==> src/rtl/rv_sender_if.sv <==
// rv_sender_if: single-beat ready/valid channel between a producer (master)
// and a receiver controller (slave). The producer drives out_valid/out_data,
// the receiver drives in_ready.
interface rv_sender_if #(
  parameter int WIDTH = 8
);
  logic             out_valid;
  logic [WIDTH-1:0] out_data;
  logic             in_ready;

  modport master (
    output out_valid,
    output out_data,
    input  in_ready
  );

  modport slave (
    input  out_valid,
    input  out_data,
    output in_ready
  );
endinterface

==> src/rtl/rv_sender.sv <==
// rv_sender: producer end of the single-beat ready/valid channel.
// A local source pushes words into a DEPTH-entry circular FIFO. The head word
// is presented on the channel and held stable until the receiver takes it.
// Every output comes from registered state; push and in_ready only steer the
// next-state logic.
// Optional feature macro: RV_SENDER_STALL_CNT_EN adds a saturating 16-bit
// stall_count (cycles with out_valid=1 and in_ready=0).
//
// state  | meaning
// EMPTY  | count = 0, out_valid low, out_data forced to 0
// ACTIVE | 0 < count < DEPTH, head word on the channel
// FULL   | count = DEPTH, new pushes rejected and flagged in overflow
module rv_sender #(
  parameter int WIDTH = 8,
  parameter int DEPTH = 2,
  parameter int CNTW  = 16
) (
  input  logic                     clk,
  input  logic                     rst,
  input  logic                     push,
  input  logic [WIDTH-1:0]         push_data,
  output logic                     full,
  output logic [$clog2(DEPTH):0]   count,
  output logic [CNTW-1:0]          xfer_count,
  output logic                     overflow,
`ifdef RV_SENDER_STALL_CNT_EN
  output logic [15:0]              stall_count,
`endif
  rv_sender_if.master              ch
);
  localparam int AW = $clog2(DEPTH);
  localparam int CW = AW + 1;

  localparam logic [1:0] EMPTY  = 2'd0;
  localparam logic [1:0] ACTIVE = 2'd1;
  localparam logic [1:0] FULL   = 2'd2;

  localparam logic [CW-1:0] DEPTH_C = CW'(DEPTH);

  logic [WIDTH-1:0] mem [DEPTH];
  logic [AW-1:0]    wr_ptr;
  logic [AW-1:0]    rd_ptr;
  logic [CW-1:0]    count_q;
  logic [CW-1:0]    count_nxt;
  logic [1:0]       state;
  logic [1:0]       state_nxt;
  logic             enq;
  logic             deq;

  // Accept/transfer decisions use only pre-edge registered state, so a push
  // while full is rejected even when a dequeue frees a slot on the same edge.
  always_comb begin
    enq = push && (state != FULL);
    deq = (state != EMPTY) && ch.in_ready;
  end

  // Next occupancy and the control state it implies.
  always_comb begin
    count_nxt = count_q;
    case ({enq, deq})
      2'b10:   count_nxt = count_q + CW'(1);
      2'b01:   count_nxt = count_q - CW'(1);
      default: count_nxt = count_q;
    endcase

    if (count_nxt == '0) begin
      state_nxt = EMPTY;
    end else if (count_nxt == DEPTH_C) begin
      state_nxt = FULL;
    end else begin
      state_nxt = ACTIVE;
    end
  end

  // Storage write; contents need no reset since they are masked while empty.
  always_ff @(posedge clk) begin
    if (enq) begin
      mem[wr_ptr] <= push_data;
    end
  end

  // Pointers, occupancy and control state; pointers wrap naturally (DEPTH is 2^AW).
  always_ff @(posedge clk or negedge rst) begin
    if (!rst) begin
      wr_ptr  <= '0;
      rd_ptr  <= '0;
      count_q <= '0;
      state   <= EMPTY;
    end else begin
      if (enq) begin
        wr_ptr <= wr_ptr + AW'(1);
      end
      if (deq) begin
        rd_ptr <= rd_ptr + AW'(1);
      end
      count_q <= count_nxt;
      state   <= state_nxt;
    end
  end

  // Completed-transfer counter, wraps modulo 2^CNTW.
  always_ff @(posedge clk or negedge rst) begin
    if (!rst) begin
      xfer_count <= '0;
    end else if (deq) begin
      xfer_count <= xfer_count + CNTW'(1);
    end
  end

  // Sticky flag for a push attempted while full; cleared only by reset.
  always_ff @(posedge clk or negedge rst) begin
    if (!rst) begin
      overflow <= 1'b0;
    end else if (push && (state == FULL)) begin
      overflow <= 1'b1;
    end
  end

`ifdef RV_SENDER_STALL_CNT_EN
  // Backpressure cycles while holding a word, saturating at all-ones.
  always_ff @(posedge clk or negedge rst) begin
    if (!rst) begin
      stall_count <= '0;
    end else if ((state != EMPTY) && !ch.in_ready && (stall_count != 16'hFFFF)) begin
      stall_count <= stall_count + 16'd1;
    end
  end
`endif

  // Channel and status outputs straight from registered state.
  always_comb begin
    ch.out_valid = (state != EMPTY);
    ch.out_data  = (state != EMPTY) ? mem[rd_ptr] : '0;
    full         = (state == FULL);
    count        = count_q;
  end
endmodule
==> src/flat_wrapper.sv <==
// flat-port wrapper written by rule: the top's interface ports become plain ports
module rv_sender_flat 
#(
  parameter int WIDTH = 8,
  parameter int DEPTH = 2,
  parameter int CNTW  = 16
)
  (clk, rst, push, push_data, full, count, xfer_count, overflow, ch_out_valid, ch_out_data, ch_in_ready);
  rv_sender_if #(.WIDTH(WIDTH)) ch_i ();
  input  logic clk;
  input  logic rst;
  input  logic push;
  input  logic [WIDTH-1:0] push_data;
  output logic full;
  output logic [$clog2(DEPTH):0] count;
  output logic [CNTW-1:0] xfer_count;
  output logic overflow;
  output wire logic [$bits(ch_i.out_valid)-1:0] ch_out_valid;
  output wire logic [$bits(ch_i.out_data)-1:0] ch_out_data;
  input wire logic [$bits(ch_i.in_ready)-1:0] ch_in_ready;
  assign ch_out_valid = ch_i.out_valid;
  assign ch_out_data = ch_i.out_data;
  assign ch_i.in_ready = ch_in_ready;
  rv_sender #(.WIDTH(WIDTH), .DEPTH(DEPTH), .CNTW(CNTW)) u_core (.clk(clk), .rst(rst), .push(push), .push_data(push_data), .full(full), .count(count), .xfer_count(xfer_count), .overflow(overflow), .ch(ch_i));
endmodule
==> config.mk <==
export PLATFORM = sky130hd
export DESIGN_NAME = rv_sender_flat
export DESIGN_NICKNAME = d
export VERILOG_FILES = /design/src/rtl/rv_sender_if.sv /design/src/rtl/rv_sender.sv /design/src/flat_wrapper.sv
export SDC_FILE = /design/constraint.sdc
export NUM_CORES = 1
export LEC_CHECK = 0
export BUFFER_PORTS_ARGS = -buffer_cell sky130_fd_sc_hd__buf_2
export CAP_MARGIN = 20
export CORE_MARGIN = 2
export CORE_UTILIZATION = 55
export DETAILED_ROUTE_END_ITERATION = 10
export PLACE_DENSITY = 0.83
export SLEW_MARGIN = 20
export SYNTH_ARGS = -nofsm -noshare
export SYNTH_HDL_FRONTEND = slang
export SYNTH_SLANG_ARGS = --single-unit
==> constraint.sdc <==
create_clock -name clk -period 4.5 [get_ports clk]
set_input_delay 0.225 -clock clk [delete_from_list [all_inputs] [get_ports clk]]
set_output_delay 0.225 -clock clk [all_outputs]
set_load 0.01 [all_outputs]
Word level (Yosys, flattened, before mapping) --
Memories as Yosys holds them, arrays and structs flattened. Index checks and enable logic that the tools add are counted.
Cells by class: reduce and logical (&&, ||, !) cells 5, equal/unequal tests 5, add/subtract/negate cells 5, muxes and demuxes 6
Operators with widths (count):
- 16-bit by 1-bit adder with 16-bit output (second input constant) | 1
- 8-bit two-way mux | 1
- 2-bit equality test (second input constant) | 3
- 2-bit two-way mux | 2
- 2-bit one-hot mux with 2 select lines | 1
- 1-bit logical AND | 3
- 1-bit adder (second input constant) | 2
- 2-bit by 1-bit adder with 2-bit output (second input constant) | 1
- 2-bit by 1-bit equality test with 1-bit output (second input constant) | 1
- 2-bit logical NOT | 1
- 1-bit two-way mux | 2
- 2-bit != test (second input constant) | 1
- 2-bit nonzero test | 1
- 2-bit by 1-bit subtractor with 2-bit output (second input constant) | 1
Word-level totals: memories kept 1, bits of input ports 12, word-level logic and storage cells 28, bits in registers 23, output and inout bits 29, RAM bits 16
Memory list:
- u_core.mem | depth 2, width 8, rd ports 1, clocked after Yosys merged registers in 0, write ports 1, RTL line rv_sender.sv:40 | logic [WIDTH-1:0] mem [DEPTH];

Logic depth before layout (Yosys ltp) --
Gate-level depths: netlist of the first run.
depth in word-level cells 7, depth in mapped cells 7, mapped depth without buffers 7

Worst setup path before layout of the first run --
Ideal clock, no wire load.
kind reg-to-reg, start point register u_core.count_q[0] (netlist: u_core.count[0]), end point register u_core.state[1], required time 4.427 ns, clock period less this slack 1.546 ns, setup time 0.073 ns, data arrival time 1.473 ns, slack 2.954 ns, cell stages (with the launch flop) 7, path buffers 1, path through dfrtp_1 > o21a_1 > buf_6 > ha_1 > nor2_1 > xor2_1 > nor2b_1
On the way: cells in the longest elaborated chain, start to end 5, elaborated cells on any way between the ends 7, those cells by class add/sub (2); eq/ne (1); mux (3); reduce/logical (1)
RTL lines:
- start: declaration | RTL line rv_sender.sv:43 | logic [CW-1:0] count_q;
- start signal: assignment | RTL line rv_sender.sv:96 | count_q <= count_nxt;
- 2-bit by 1-bit subtractor with 2-bit output / 2-bit by 1-bit adder with 2-bit output (equally long branches) | RTL line rv_sender.sv:62, rv_sender.sv:61
- 2-bit one-hot mux with 2 select lines (*) | RTL line rv_sender.sv:60 | case ({enq, deq})
- via u_core.count_nxt[1] | RTL line rv_sender.sv:44 | logic [CW-1:0] count_nxt;
- 2-bit equality test | RTL line rv_sender.sv:68 | end else if (count_nxt == DEPTH_C) begin
- 2-bit two-way mux | RTL line rv_sender.sv:68
- 2-bit two-way mux (*) | RTL line rv_sender.sv:66 | if (count_nxt == '0) begin
- via u_core.state_nxt[1] | RTL line rv_sender.sv:46 | logic [1:0] state_nxt;
- end signal: assignment | RTL line rv_sender.sv:97 | state <= state_nxt;
- end: declaration | RTL line rv_sender.sv:45 | logic [1:0] state;
Mark *: on every way through the listed nets, which the timed path passes. The rest lies on a longest branch. A chain may end at the register's enable or synchronous reset.

==> metrics.txt, run 1 <==
Ports 41; list of most frequent post-synthesis cells dfrtp_1, nor2_1, edfxtp_1, xor2_1, xnor2_1; initial antenna violation count 0; number of flops mapped to enable cells by yosys 16; crit path capture type output port; # resized after CTS 0; Final #Nets 177; hold_buf cts 1; Clock Skews 0.01094 ns; routed vias 1013; CTS HTree Levels 2; status finished, final reports clean; Final ANT Viol Nets 0; Total GRT Usage 18.46%; WHS 0.07214 ns; die area 3323 um^2; vias in the first global route 987; PortBufs 40; max cap viols 0; largest vdd supply drop 406.8 uV; post-synthesis sequential area ratio 65.14%; PD cells 573.3 nW/um^2; Final Setup Violations 0; ys async rst share 57.89%; GRT overflow 0; Primary FF master, synth dfrtp_1; arrival time at the worst endpoint 1.56 ns; Layout area overhead 17.39%; Synth Cell Area 1583 um^2; critical path, cell by cell nor2_1 > nor2_1 > buf_2; CTS tree yes; post-synth top area cell dfrtp_1; largest net degree at the start of global routing 23; vias per cell 5.195; ANT cells 0; Initial Util 57.89%; Slowest-stage cell, CP nor2_1; Num CTS Buffers 5; DIE HEIGHT 57.65 um; number of fillers in the final layout 206; flops & latches, synth 38; die width 57.65 um; Clock Sink Count 38; Yosys top cell area share 34.78%; DR DRC count 0; drt first pass iters 2; WS Path Type reg -> out; count leader, synth dfrtp_1; Leak Pwr 0.9027 nW; WL per Instance 13.92 um; final hold vios 0; Hold WC Path Type in -> reg; Tcrit/Tclk final 39.77%; first-pass GRT wire length 4.491 mm; Crit Path Max Fanout 9; main area contributors after synthesis dfrtp_1, edfxtp_1, xor2_1; clock-pin slew on the worst setup and hold paths 0.11 ns; setup TNS 0 ns; RSZ-0062 raised after global routing false; Post-Syn Instances 118; Crit path top cell by count nor2_1; syn_nets 132; Slowest Stage Delay on Critical Path 0.51 ns; Yosys warnings 0; WP data required 4.28 ns; Iteration-0 DRC Markers 21; max_slew headroom 56.10%; reg-to-reg slack, setup 2.80 ns; hpwl dp 2.009 mm; Clock Path Buffers 2; CTS Root Cell clkbuf_4; GP Congestion 0.7100; final worst path period need 1.790 ns; share of cells above drive strength 1 29.27%; post-synth cell types 24; Worst setup SP type register; Slew Limit Fails 0; Slew @ Worst Pin 0.6561 ns; floorplan row count 19; Routed WL 2.714 mm; # Post-CTS Setup Buffers 0; Max Clock Freq 0.5587 GHz; Clock Latency Late Sink 0.33 ns; Core Footprint 2734 um^2; overall power 1.065 mW; synthesized area per cell 13.41 um^2
==> cell type report <==
cell class | count | area [um^2] | share of cell area (%)
inverter | 5 | 18.77 | 1.010
clock buffer | 8 | 48.80 | 2.626
multi-input combinational | 72 | 510.5 | 27.47
timing repair buffer | 41 | 210.2 | 11.31
sequential | 38 | 1031 | 55.49
tap | 31 | 38.79 | 2.088
==> sequential cells by signal, summed over array words and instances, names as in the netlist <==
register           cells
u_core.overflow        1
u_core.count           2
u_core.wr_ptr          1
u_core.state           1
u_core.rd_ptr          1
u_core.xfer_count     16
u_core.mem            16
==> critical path, delay by kind of cell, from the launching register on <==
family	cells	cell delay [ns]
buf+inv	1	0.17
simple gates	2	0.63
flops	1	0.45
==> layer usage <==
| layer | global-route usage, % | up-vias | wire, um |
|---|---|---|---|
| met4 | 5.980 | 0 | 36 |
| met5 | 0 | - | 0 |
| li1 | - | 486 | - |
| met2 | 31.33 | 27 | 1386 |
| met1 | 21.79 | 495 | 1140 |
| met3 | 6.920 | 5 | 151 |
==> cells in the final DEF, fill, tap and decap left out, types with 2 or more instances in the layout <==
cell type	count
nand2_1	6
nor3_1	2
clkbuf_1	3
xnor2_1	9
nor2b_1	2
buf_2	40
nand3_1	3
mux2i_1	8
clkbuf_4	5
edfxtp_1	16
and3_1	3
inv_1	5
ha_1	2
nand4_1	2
xor2_1	11
nor2_1	17
dfrtp_1	22
==> path summary, 6_finish.rpt <==
path / startpoint / end / cells past startpoint
worst min-delay path: push_data[5] / u_core.mem[0][5]$_DFFE_PP_ / 1
worst min register to register: u_core.overflow$_DFFE_PN0P_ / u_core.overflow$_DFFE_PN0P_ / 1
max in group asynchronous: rst / u_core.wr_ptr$_DFFE_PN0P_ / 2
min in group asynchronous: rst / u_core.xfer_count[8]$_DFFE_PN0P_ / 2
worst max register to register: u_core.count[0]$_DFF_PN0_ / u_core.state[1]$_DFF_PN0_ / 5
worst max-delay path: u_core.count[0]$_DFF_PN0_ / ch_out_data[4] / 3
==> stage by stage <==
stage	cell area (um^2)	std cells	utilization, %	setup WS, ns
finish	1858	195	67.96	2.710
global route	1858	195	67.96	2.566
CTS	1858	195	67.96	2.678
detailed placement	1799	186	65.81	2.795
global placement	1799	186	65.81	2.879
floorplan	1583	118	-	2.954
==> kinds of logic (layout without fill, tap and decap cells) <==
kind of cell,count (synthesis),in the layout,share of synthesized area (%)
xor+xnor,20,20,11.07
buf+inv,8,54,2.609
mux,9,9,5.771
compound gates,2,2,0.9490
flops,38,38,65.14
simple gates,39,39,12.89
fa+ha+maj,2,2,1.581
==> power breakdown <==
group / leakage [nW] / total (mW) / internal (mW) / switching (mW)
Clock: 0.0265 / 0.163 / 0.0623 / 0.101
Sequential: 0.422 / 0.542 / 0.455 / 0.0865
Combinational: 0.455 / 0.361 / 0.168 / 0.192
Total: 0.903 / 1.07 / 0.686 / 0.379
No activity file was read; power rests on OpenSTA's default activity.
==> inputs of run 2 (changes only) <==
--- a/config.mk
+++ b/config.mk
@@ -8,9 +8,9 @@
 export BUFFER_PORTS_ARGS = -buffer_cell sky130_fd_sc_hd__buf_2
 export CAP_MARGIN = 20
 export CORE_MARGIN = 2
-export CORE_UTILIZATION = 55
+export CORE_UTILIZATION = 51
 export DETAILED_ROUTE_END_ITERATION = 10
-export PLACE_DENSITY = 0.83
+export PLACE_DENSITY = 0.77
 export SLEW_MARGIN = 20
 export SYNTH_ARGS = -nofsm -noshare
 export SYNTH_HDL_FRONTEND = slang
==> constraint.sdc (replaced) <==
create_clock -name clk -period 1.85 [get_ports clk]
set_input_delay 0.0925 -clock clk [delete_from_list [all_inputs] [get_ports clk]]
set_output_delay 0.0925 -clock clk [all_outputs]
set_load 0.01 [all_outputs]
==> run 2 against run 1 <==
  * Sequential share of layout area shrank 3.1 points
  * Core utilization down 2.5 points
  * Sequential power up 140%
  * Combinational power rose by 150%
  * Register-to-register slack worse by 2.6 ns
  * Clock power rose by 150%
  * Routed wire length down 4.0%
  * First-iteration DRC count fell by 9.5%
  * Worst hold slack improved by 0.15 ns
  * Highest routed layer unchanged
==> metrics.txt, run 2 (same netlist as run 1, synthesis figures left out) <==
share of cells above drive strength 1 29.14% (-0.13 points); final hold vios 0 (unchanged); vias per cell 4.947 (-4.8%); RSZ-0062 raised after global routing false; max_slew headroom 59.14% (+3.0 points); Routed WL 2.605 mm (-4.0%); Slowest Stage Delay on Critical Path 0.51 ns (about the same); reg-to-reg slack, setup 0.24 ns (-2.56 ns); Tcrit/Tclk final 91.34%; crit path capture type output port; Ports 41 (unchanged); Total GRT Usage 17.24% (-1.2 points); vias in the first global route 1001 (+1.4%); Final #Nets 188 (+6.2%); floorplan row count 20 (+1); CTS Root Cell clkbuf_4; CTS tree yes; initial antenna violation count 0 (unchanged); Slew @ Worst Pin 0.6106 ns (-0.04546 ns); arrival time at the worst endpoint 1.60 ns (+0.04 ns); final worst path period need 1.690 ns; Hold WC Path Type in -> async; number of fillers in the final layout 242 (+17%); WL per Instance 12.52 um (-10%); PortBufs 40 (unchanged); Max Clock Freq 0.5918 GHz; setup TNS 0 ns (unchanged); die width 59.71 um (+3.6%); first-pass GRT wire length 4.353 mm (-3.1%); DIE HEIGHT 59.71 um (+3.6%); Final Setup Violations 0 (unchanged); status finished, final reports clean; die area 3565 um^2 (+7.3%); largest net degree at the start of global routing 23 (unchanged); hpwl dp 1.872 mm (-6.8%); Slew Limit Fails 0 (unchanged); worst setup margin 0.1602 ns (-2.550 ns); Initial Util 52.71% (-5.2 points); max cap viols 0 (unchanged); Layout area overhead 24.27%; ANT cells 0 (unchanged); critical path, cell by cell nor2_1 > nor2_1 > buf_2; WP data required 1.76 ns (-2.52 ns); Worst setup SP type register; # Post-CTS Setup Buffers 0 (unchanged); Clock Path Buffers 2 (unchanged); Core Footprint 3003 um^2 (+9.8%); GRT overflow 0 (unchanged); pre-CTS WS 0.2321 ns (-2.563 ns); GP Congestion 0.7184 (+1.2%); Clock Sink Count 38 (unchanged); WS Path Type reg -> out; largest vdd supply drop 806.3 uV (+98%); Crit Path Max Fanout 9 (unchanged); CTS HTree Levels 2 (unchanged); drt first pass iters 4 (+2); DR DRC count 0 (unchanged); Clock Skews 0.008133 ns (-0.002805 ns); Crit path top cell by count nor2_1; routed vias 1029 (+1.6%); most frequent cells in the layout buf_2, dfrtp_1, nor2_1; Final ANT Viol Nets 0 (unchanged); Leak Pwr 0.9537 nW (+5.6%); PD cells 1329 nW/um^2 (+130%); Iteration-0 DRC Markers 19 (-9.5%); Slowest-stage cell, CP nor2_1; Num CTS Buffers 5 (unchanged); Clock Latency Late Sink 0.34 ns (about the same); clock-pin slew on the worst setup and hold paths 0.11 ns (about the same); most common cell after layout, fill and taps aside buf_2
## run 2: critical path: cells and delay by family (launching register included)
family	cells	cell delay [ns]
flops	1	0.46
simple gates	2	0.63
buf+inv	1	0.16
## run 2: layout make-up
cell class,instances,area [um^2],share of cell area [%]
flip-flops and latches,38,1031,52.42
multi-input cells,72,510.5,25.95
repair buffers,52,315.3,16.03
clock buffers,6,41.29,2.099
well taps,33,41.29,2.099
inverters,5,18.77,0.9542
clock inverters,2,8.758,0.4453
## run 2: what timing repair did
| action | 4_1_cts | 5_1_grt |
|---|---|---|
| endpoints found under the hold margin | 39 | 0 |
| gates resized for setup | 0 | 0 |
| hold buffers | 10 | 0 |
## run 2: where the power goes
part	internal, mW	total, mW	switching, mW
sequential	1.11	1.32	0.212
combinational	0.436	0.896	0.460
clock	0.143	0.401	0.258
## run 2: path summary, 6_finish.rpt
| check | from | cells past startpoint | end |
|---|---|---|---|
| worst min-delay path | rst | 2 | u_core.count[1]$_DFF_PN0_ |
| worst max-delay path | u_core.count[0]$_DFF_PN0_ | 3 | ch_out_data[4] |
| max in group asynchronous | rst | 2 | u_core.xfer_count[15]$_DFFE_PN0P_ |
| worst min register to register | u_core.overflow$_DFFE_PN0P_ | 1 | u_core.overflow$_DFFE_PN0P_ |
| worst max register to register | u_core.count[0]$_DFF_PN0_ | 7 | u_core.state[1]$_DFF_PN0_ |
| min in group clk | ch_in_ready | 4 | u_core.xfer_count[0]$_DFFE_PN0P_ |
## run 2: stage by stage
| step | cell area [um^2] | power, mW | std cells | hold WS, ns | util (%) |
|---|---|---|---|---|---|
| finish | 1967 | 2.615 | 208 | 0.2270 | 65.50 |
| global route | 1967 | 2.813 | 208 | 0.2420 | 65.50 |
| CTS | 1967 | 2.652 | 208 | 0.2255 | 65.50 |
| detailed placement | 1817 | 2.232 | 190 | 0.08835 | 60.50 |
| global placement | 1817 | 2.189 | 190 | 0.07200 | 60.50 |
| floorplan | 1583 | 1.902 | 118 | -0.2031 | - |
## run 2: routing by layer
metal	GRT usage, %	up-vias	part of all wire (%)
met4	6.667	0	1.8
met3	6.710	7	6.1
met1	20.99	484	45
li1	-	510	-
met5	0	-	0
met2	27.64	28	47
